**src/rtl/ula_arbitro.sv**
```systemverilog
// ula_arbitro: round-robin sharing of one ULA between two requesters with valid/ready results
module ula_arbitro #(
  parameter int LARGURA = 16,
  parameter int LAT     = 1
) (
  input  logic               clock,
  input  logic               reset_n,
  input  logic               req0,
  input  logic [LARGURA-1:0] a0,
  input  logic [LARGURA-1:0] b0,
  input  logic               h0,
  output logic               ack0,
  output logic               rvalid0,
  input  logic               rready0,
  input  logic               req1,
  input  logic [LARGURA-1:0] a1,
  input  logic [LARGURA-1:0] b1,
  input  logic               h1,
  output logic               ack1,
  output logic               rvalid1,
  input  logic               rready1,
  output logic [LARGURA-1:0] resultado_out,
  output logic [LARGURA-1:0] M1,
  output logic [LARGURA-1:0] M2,
  output logic               H,
  input  logic [LARGURA-1:0] resultado
);
  typedef enum logic [1:0] {LIVRE, EXEC, RESP} estado_t;
  estado_t estado_q, estado_d;
  logic ptr_q, ptr_d, idx_q, idx_d, h_q, h_d;
  logic ack0_q, ack0_d, ack1_q, ack1_d, rv0_q, rv0_d, rv1_q, rv1_d;
  logic [LARGURA-1:0] a_q, a_d, b_q, b_d, res_q, res_d;
  logic [2:0] cnt_q, cnt_d;
  logic win;
  // requester 1 wins when it is alone, or when both ask and the pointer names it
  assign win = req1 & (~req0 | ptr_q);
  // next-state: grant in LIVRE, count ULA latency in EXEC, hold response in RESP
  always_comb begin
    estado_d = estado_q;
    ptr_d = ptr_q;
    idx_d = idx_q;
    a_d = a_q;
    b_d = b_q;
    h_d = h_q;
    res_d = res_q;
    cnt_d = cnt_q;
    rv0_d = rv0_q;
    rv1_d = rv1_q;
    ack0_d = 1'b0;
    ack1_d = 1'b0;
    case (estado_q)
      LIVRE: if (req0 | req1) begin
        idx_d = win;
        a_d = win ? a1 : a0;
        b_d = win ? b1 : b0;
        h_d = win ? h1 : h0;
        ack0_d = ~win;
        ack1_d = win;
        ptr_d = ~win;
        cnt_d = '0;
        estado_d = EXEC;
      end
      EXEC: begin
        cnt_d = cnt_q + 3'd1;
        if (cnt_q == 3'(LAT - 1)) begin
          res_d = resultado;
          rv0_d = ~idx_q;
          rv1_d = idx_q;
          estado_d = RESP;
        end
      end
      RESP: if (idx_q ? rready1 : rready0) begin
        rv0_d = 1'b0;
        rv1_d = 1'b0;
        estado_d = LIVRE;
      end
      default: estado_d = LIVRE;
    endcase
  end
  // state and datapath registers; reset aborts any operation in flight
  always_ff @(posedge clock or negedge reset_n) begin
    if (!reset_n) begin
      estado_q <= LIVRE;
      ptr_q <= 1'b0;
      idx_q <= 1'b0;
      a_q <= '0;
      b_q <= '0;
      h_q <= 1'b0;
      res_q <= '0;
      cnt_q <= '0;
      ack0_q <= 1'b0;
      ack1_q <= 1'b0;
      rv0_q <= 1'b0;
      rv1_q <= 1'b0;
    end else begin
      estado_q <= estado_d;
      ptr_q <= ptr_d;
      idx_q <= idx_d;
      a_q <= a_d;
      b_q <= b_d;
      h_q <= h_d;
      res_q <= res_d;
      cnt_q <= cnt_d;
      ack0_q <= ack0_d;
      ack1_q <= ack1_d;
      rv0_q <= rv0_d;
      rv1_q <= rv1_d;
    end
  end
  assign ack0 = ack0_q;
  assign ack1 = ack1_q;
  assign rvalid0 = rv0_q;
  assign rvalid1 = rv1_q;
  assign M1 = (estado_q == LIVRE) ? '0 : a_q;
  assign M2 = (estado_q == LIVRE) ? '0 : b_q;
  assign H = (estado_q == LIVRE) ? 1'b0 : h_q;
  assign resultado_out = (estado_q == RESP) ? res_q : '0;
endmodule
```
**config.mk**
```make
export PLATFORM = sky130hd
export DESIGN_NAME = ula_arbitro
export DESIGN_NICKNAME = d
export VERILOG_FILES = /design/src/rtl/ula_arbitro.sv
export SDC_FILE = /design/constraint.sdc
export NUM_CORES = 1
export LEC_CHECK = 0
export CORE_MARGIN = 5
export CORE_UTILIZATION = 41
export DETAILED_ROUTE_END_ITERATION = 10
export GPL_TIMING_DRIVEN = 1
export PLACE_DENSITY = 0.8
export SLEW_MARGIN = 20
export SYNTH_ARGS = -nofsm -noshare
export SYNTH_HDL_FRONTEND = slang
export SYNTH_SLANG_ARGS = --single-unit
```
**constraint.sdc**
```tcl
create_clock -name clock -period 2.1 [get_ports clock]
set_input_delay 0.42 -clock clock [delete_from_list [all_inputs] [get_ports clock]]
set_output_delay 0.42 -clock clock [all_outputs]
set_load 0.03 [all_outputs]
```
======== Word-level counts from Yosys, hierarchy flattened ========
Cells that the tools add are included.
storage, ports and cells
  register bits after elaboration ......... 60
  bits of input ports ..................... 88
  output and inout bits ................... 53
  word-level logic and storage cells ...... 56
cells by class
  add/sub/neg operators ................... 1
  eq/ne operators ......................... 5
  mux-type cells .......................... 23
  bitwise gates (word level) .............. 6
  reductions and logical operators ........ 9
operator list
  kind                                                                   number
  16-bit 2-to-1 mux                                                      5
  1-bit 2-to-1 mux                                                       10
  2-bit 2-to-1 mux                                                       3
  2-bit != test, second input constant                                   3
  2-bit one-hot mux with 3 select lines                                  1
  3-bit one-hot mux with 2 select lines                                  1
  2-bit AND reduction                                                    3
  3-bit AND reduction                                                    2
  1-bit one-hot mux with 2 select lines                                  2
  2-bit nonzero test                                                     2
  3-bit by 1-bit adder with 3-bit output, second input constant          1
  3-bit logical NOT                                                      1
  3-bit 2-to-1 mux                                                       1
  1-bit inverter                                                         3
  2-bit by 1-bit equality test with 1-bit output, second input constant  1
  2-bit equality test, second input constant                             1
  2-bit logical NOT                                                      1
  1-bit OR                                                               2
  1-bit bitwise AND                                                      1

======== Logic depth before layout (Yosys ltp) ========
Gate-level depths: netlist of the first run.
  depth in word-level cells ............... 6
  mapped depth ............................ 6
  mapped depth without buffers ............ 5

======== Worst setup path before layout of the first run ========
OpenSTA, ideal clock, no wires.
  path kind ............................... register to output
  from .................................... reg estado_q[1]
  to ...................................... out M1[11]
  arrival time ............................ 1.372 ns
  required time ........................... 1.680 ns
  setup slack ............................. 0.308 ns
  stages on the path, launching flop included .. 5
  path buffers ............................ 2
  cell sequence ........................... dfrtp_1 -> nor2_4 -> clkbuf_1 -> clkbuf_1 -> and2b_1
between the ends
  longest elaborated chain between the ends .. 2
RTL lines
  element                 RTL line  text
  start, declared         29        estado_t estado_q, estado_d;
  start signal, assigned  96        estado_q <= estado_d;
  2-bit logical NOT       114       assign M1 = (estado_q == LIVRE) ? '0 : a_q;
  16-bit 2-to-1 mux       114
  end, declared           23        output logic [LARGURA-1:0] M1,
No other way between the ends.

======== Worst setup path in the final report of the first run ========
  from .................................... reg estado_q[0]
  to ...................................... out M1[11]
The elaborated chain is that of the path after synthesis.

==> out/results.txt, run 1 <==
drc violations - 0
Clock transition at path regs - 0.07 ns
CTS root buffer - clkbuf_8
status - finished, final reports clean
Die Ht - 94.29 um
CP startpoint kind - flip-flop
final instance area - 4573 sq um
Placer Congestion - 0.7266
total net switching power - 2.719 mW
1st-pass router iterations - 4
number of synthesis warnings - 0
number of global-route vias before repair - 2738
Crit. End Element - output pin
worst path required time - 1.68 ns
vias - 2530
register area share after synthesis - 0.5155
Finished Layout Cells - 495
global-route wire length before repair - 13310 um
antenna violations before repair - 0
n_diodes - 0
area added between synthesis and finish - 57.00%
Core Util, Final - 0.6658
Hold Fails Final Rpt - 0
final-report max-slew violation count - 0
crit-path max FO - 20
Finish-stage setup viols - 0
Final Cycle Share - 0.9645
Gate Count Post-Synth - 253
Leakage - 2.199 nW
Port Buffers - 140
Die Area - 8890 sq um
Sw Ratio - 0.4101
Total GRT Usage - 0.1925
combinational power share - 0.545
Final HPWL DP - 5979 um
Hold WC Path Type - in -> async
Post-Syn Nets - 343
dpl cells - 477
clock share of power - 0.145
Worst Clk Skew - 0.007190 ns
CTS sink cnt - 60
Peak supply drop - 0.0007001 V
Via density - 5.111
number of max-cap violations - 0
H-Tree Depth - 3
floorplan row count - 30
Core Area - 6869 sq um
maximum operating frequency - 493.7 MHz
width of the die - 94.29 um
share of cells above drive strength 1 - 0.1729
dpl cell area - 4378 sq um
mean post-synth cell area - 11.51 sq um
clock latency at the later pin of the worst-skew pair - 0.33 ns
worst slew pin tran - 0.7384 ns
sequential fraction of design power - 0.310
FF+latch count, synth - 60
Iter 0 DRT Violations - 99
Num CTS Buffers - 9
Hold Slack - 0.09682 ns
Power Density - 1450 nW/um^2
setup ws final - 0.07463 ns
layout net count - 484
final wirelength - 8273 um
Antenna Nets Post-Route - 0
fin crit period - 2.025 ns
initial core utilization - 0.4240
Pint - 3.912 mW
CTS tree - done
pre-CTS WS - 0.03208 ns
RSZ-0062 raised after global routing - false
Unique masters post-synth - 30
slew margin rel. - 0.5065
overflow left after global routing - 0
crit path DAT - 1.61 ns
mean routed wirelength per cell - 16.71 um
Mapped Area - 2913 sq um
type of the worst setup path - reg -> out
largest net degree at the start of global routing - 36
clock buffer depth - 2
IO Pins - 141
## cells by family (layout without fill, tap and decap cells)
group / count (synthesis) / after routing / share of synthesized area
mux: 16 / 16 / 0.06185
buf+inv: 26 / 172 / 0.04467
compound gates: 46 / 46 / 0.1448
simple gates: 102 / 102 / 0.2216
flops: 60 / 60 / 0.5155
xor+xnor: 1 / 1 / 0.003007
fa+ha+maj: 2 / 2 / 0.008590
## routing by layer
metal,track usage,up-vias,part of all wire
met5,0,-,0
met4,0.06619,0,0.0086
met3,0.06811,6,0.11
met2,0.3121,125,0.48
met1,0.2372,1200,0.41
li1,-,1199,-
## critical path, cell delays in order, from the launching register on
cell             delay (ns)
dfrtp_1                0.44
nor2_4                 0.19
buf_6                  0.19
and2b_1                0.19
clkdlybuf4s15_2        0.27
## timing repair
item	CTS	global route
gates resized for setup	42	1
pin swaps	1	0
hold buffers	0	0
cloned	1	0
endpoints found under the setup margin	49	1
buffers inserted	1	0
## Yosys cell counts, drive strengths merged
library cell	number	area, sq um
a21oi	1	5.000
nand3	2	10.01
dfrtp	60	1501
nand2b	4	25.02
buf	6	55.05
and2	17	106.4
nor2b	32	200.2
and4bb	1	12.51
or2b	1	7.510
o221ai	1	8.760
inv	5	18.77
o22ai	1	6.260
clkbuf	15	56.30
o21ai	5	28.78
nand2	2	7.510
xor2	1	8.760
mux2	16	180.2
nor2	3	18.77
a21boi	1	11.26
and2b	5	37.54
a21o	2	15.01
o311ai	1	8.760
a221o	33	330.3
and3	34	212.7
nand3b	1	7.510
o21a	1	7.510
ha	2	25.02
## power groups by stage
stage	Clock [mW]	Sequential, mW	Combinational (mW)
after floorplan	0	2.01	2.38
after global placement	0	2.03	3.65
after detailed placement	0	2.05	3.74
after CTS	0.988	2.06	3.65
after global routing	1.03	2.13	3.90
final	0.965	2.05	3.61
## sequential cells by signal (all words and copies together), names as in the netlist
name and cells:
a_q 16, b_q 16, res_q 16, cnt_q 3
estado_q 2, ack0 1, ack1 1, h_q 1
idx_q 1, ptr_q 1, rvalid0 1, rvalid1 1
## cells in the final DEF, fill, tap and decap left out, drive strengths merged, types with 13 or more instances in the layout
cell	n
mux2	16
dlygate4sd2	29
and3	34
nor2b	32
buf	27
dfrtp	60
a221o	33
clkbuf	13
clkdlybuf4s50	90
and2	17
## worst paths after layout
check,startpoint,end,slack [ns],cells after the start
max in group asynchronous,reset_n,rvalid0,1.41,2
hold / removal,reset_n,b_q[2],0.1,1
setup / recovery,estado_q[0],M1[11],0.07,4
hold reg to reg,res_q[10],res_q[10],0.50,1
setup reg to reg,estado_q[0],b_q[10],0.31,6
min in group clock,res_q[10],res_q[10],0.50,1
## per-stage QoR
stage / power, mW / TNS, ns
floorplan: 4.382 / 0
global placement: 5.675 / -7.648
detailed placement: 5.795 / 0
CTS: 6.700 / 0
global route: 7.062 / 0
finish: 6.632 / 0
## area by class of cell
type                            count  area (sq um)
Inverter                            5         18.77
Fill cell                         575          2296
Sequential cell                    60          1501
Tap cell                           96         120.1
Multi-Input combinational cell    167          1290
Timing Repair Buffer              151          1455
Clock buffer                       12         165.2
Clock inverter                      4         22.52
(Power assumes the default switching activity.)
==> inputs of run 2 (changes only) <==
Settings changed: SLEW_MARGIN 20 to 15.
==> run 2 against run 1 <==
Effect of this change:
- largest cell class unchanged
- first-iteration DRC count fell by 24%
- critical endpoint unchanged
- sequential share of layout area fell by 0.14 points
- cell count stayed put
- worst hold slack worse by 0.0057 ns
==> out/results.txt, run 2 (synthesis gave the netlist of run 1 again) <==
Crit. End Element - output pin
Hold Fails Final Rpt - 0
drc violations - 0
worst reg-to-reg path cell count - 6
initial core utilization - 0.4240
vias - 2539
mean routed wirelength per cell - 16.75 um
Port Buffers - 140
leading cell types in the layout, fill and taps excluded - clkdlybuf4s50_1, dfrtp_1, and3_1
Clock transition at path regs - 0.07 ns
Die Ht - 94.29 um
RSZ-0062 raised after global routing - true
CTS Hold Bufs - 0
Iter 0 DRT Violations - 75
largest net degree at the start of global routing - 36
CTS sink cnt - 60
Core Area - 6869 sq um
worst path required time - 1.68 ns
top flop regs - a_q x16, b_q x16, res_q x16
floorplan row count - 30
Num CTS Buffers - 9
pre-CTS WS - -0.2744 ns
CTS root buffer - clkbuf_8
fin crit period - 2.032 ns
clock buffer depth - 2
Via density - 5.129
CP Launch Point - estado_q[0]
maximum operating frequency - 492.2 MHz
Worst Clk Skew - 0.005012 ns
area added between synthesis and finish - 57.69%
crit path DAT - 1.61 ns
antenna violations before repair - 0
n_diodes - 0
crit-path max FO - 20
CP startpoint kind - flip-flop
setup tns final - 0 ns
overflow left after global routing - 0
worst reg2reg startpoint - estado_q[0]
slew margin rel. - 0.5077
number of global-route vias before repair - 2716
worst slew pin tran - 0.7366 ns
Hold WC Path Type - in -> async
Final Cycle Share - 0.9676
number of max-cap violations - 0
1st-pass router iterations - 4
IO Pins - 141
H-Tree Depth - 3
worst r2r dst - b_q[10]
global-route wire length before repair - 13330 um
Tot Pwr - 6.726 mW
Final HPWL DP - 5966 um
Peak supply drop - 0.0007062 V
Antenna Nets Post-Route - 0
status - finished, final reports clean
Leakage - 2.209 nW
Finish-stage setup viols - 0
type of the worst setup path - reg -> out
Finished Layout Cells - 495
final wirelength - 8290 um
Total GRT Usage - 0.1939
CTS tree - done
width of the die - 94.29 um
share of cells above drive strength 1 - 0.1729
Die Area - 8890 sq um
final-report max-slew violation count - 0
setup ws final - 0.06814 ns
dpl cells - 477
Worst R2R Setup Slack - 0.32 ns
layout net count - 484
clock latency at the later pin of the worst-skew pair - 0.33 ns
Power Density - 1464 nW/um^2
most common cell after layout, fill and taps aside - clkdlybuf4s50_1
Placer Congestion - 0.7266
==> run 2: changes by cell type in the layout (fill, tap and decap cells not counted), sizes merged <==
| cell | change |
|---|---|
| bufinv | +1 |
| clkbuf | -2 |
| clkdlybuf4s15 | +1 |
| clkinv | +1 |
| clkinvlp | -1 |
==> run 2: worst max-delay path, cell delays in order, from the launching register on <==
cell and delay [ns]:
dfrtp_1 0.44, nor2_4 0.19, buf_6 0.19, and2b_1 0.19, clkdlybuf4s15_2 0.27
==> run 2: worst max-delay path by stage <==
stage / end / slack (ns) / depth (start not counted)
5_1_grt: M1[11] / -0.004 / 4
4_1_cts: M1[11] / 0.05 / 4
3_5_place_dp: b_q[10] / -0.27 / 4
3_3_place_gp: b_q[7] / -0.23 / 4
2_1_floorplan: M1[11] / 0.31 / 4
6_report: M1[11] / 0.07 / 4
==> run 2: layout make-up <==
type / count / area (sq um)
fill: 567 / 2276
sequential: 60 / 1501
timing repair buffer: 151 / 1461
multi-input combinational: 167 / 1290
clock buffer: 11 / 151.4
tap: 96 / 120.1
clock inverter: 5 / 50.05
inverter: 5 / 18.77
==> run 2: repair_timing <==
action                                  CTS  global route
endpoints found under the setup margin   49             2
gates cloned                              1             0
resized for setup                        43             0
buffers inserted                          1             0
pin swaps                                 1             0
==> run 2: metal layers <==
layer | GRT usage | wire [um]
met2 | 0.3162 | 3932
met5 | 0 | 0
met4 | 0.06859 | 84
met3 | 0.07051 | 881
met1 | 0.2354 | 3392
==> run 2: per-stage QoR <==
step	area [sq um]	hold slack, ns	utilization
CTS	4586	0.09204	0.6676
floorplan	2913	0.1244	-
finish	4593	0.09115	0.6687
global route	4593	0.1382	0.6687
global placement	4370	0.4668	0.6362
detailed placement	4370	0.4619	0.6362
==> run 2: report_power, final <==
part	total, mW	internal, mW	switching (mW)
clock network	1.05	0.604	0.446
logic	3.62	1.68	1.94
registers	2.05	1.72	0.333
total	6.73	4.00	2.72
==> inputs of run 3 (changes only) <==
Settings changed: CTS_CLUSTER_SIZE set to 40, SLEW_MARGIN 15 to not set.
==> results of run 3 <==
The final DEF is identical to that of run 2; final timing and power are the same.
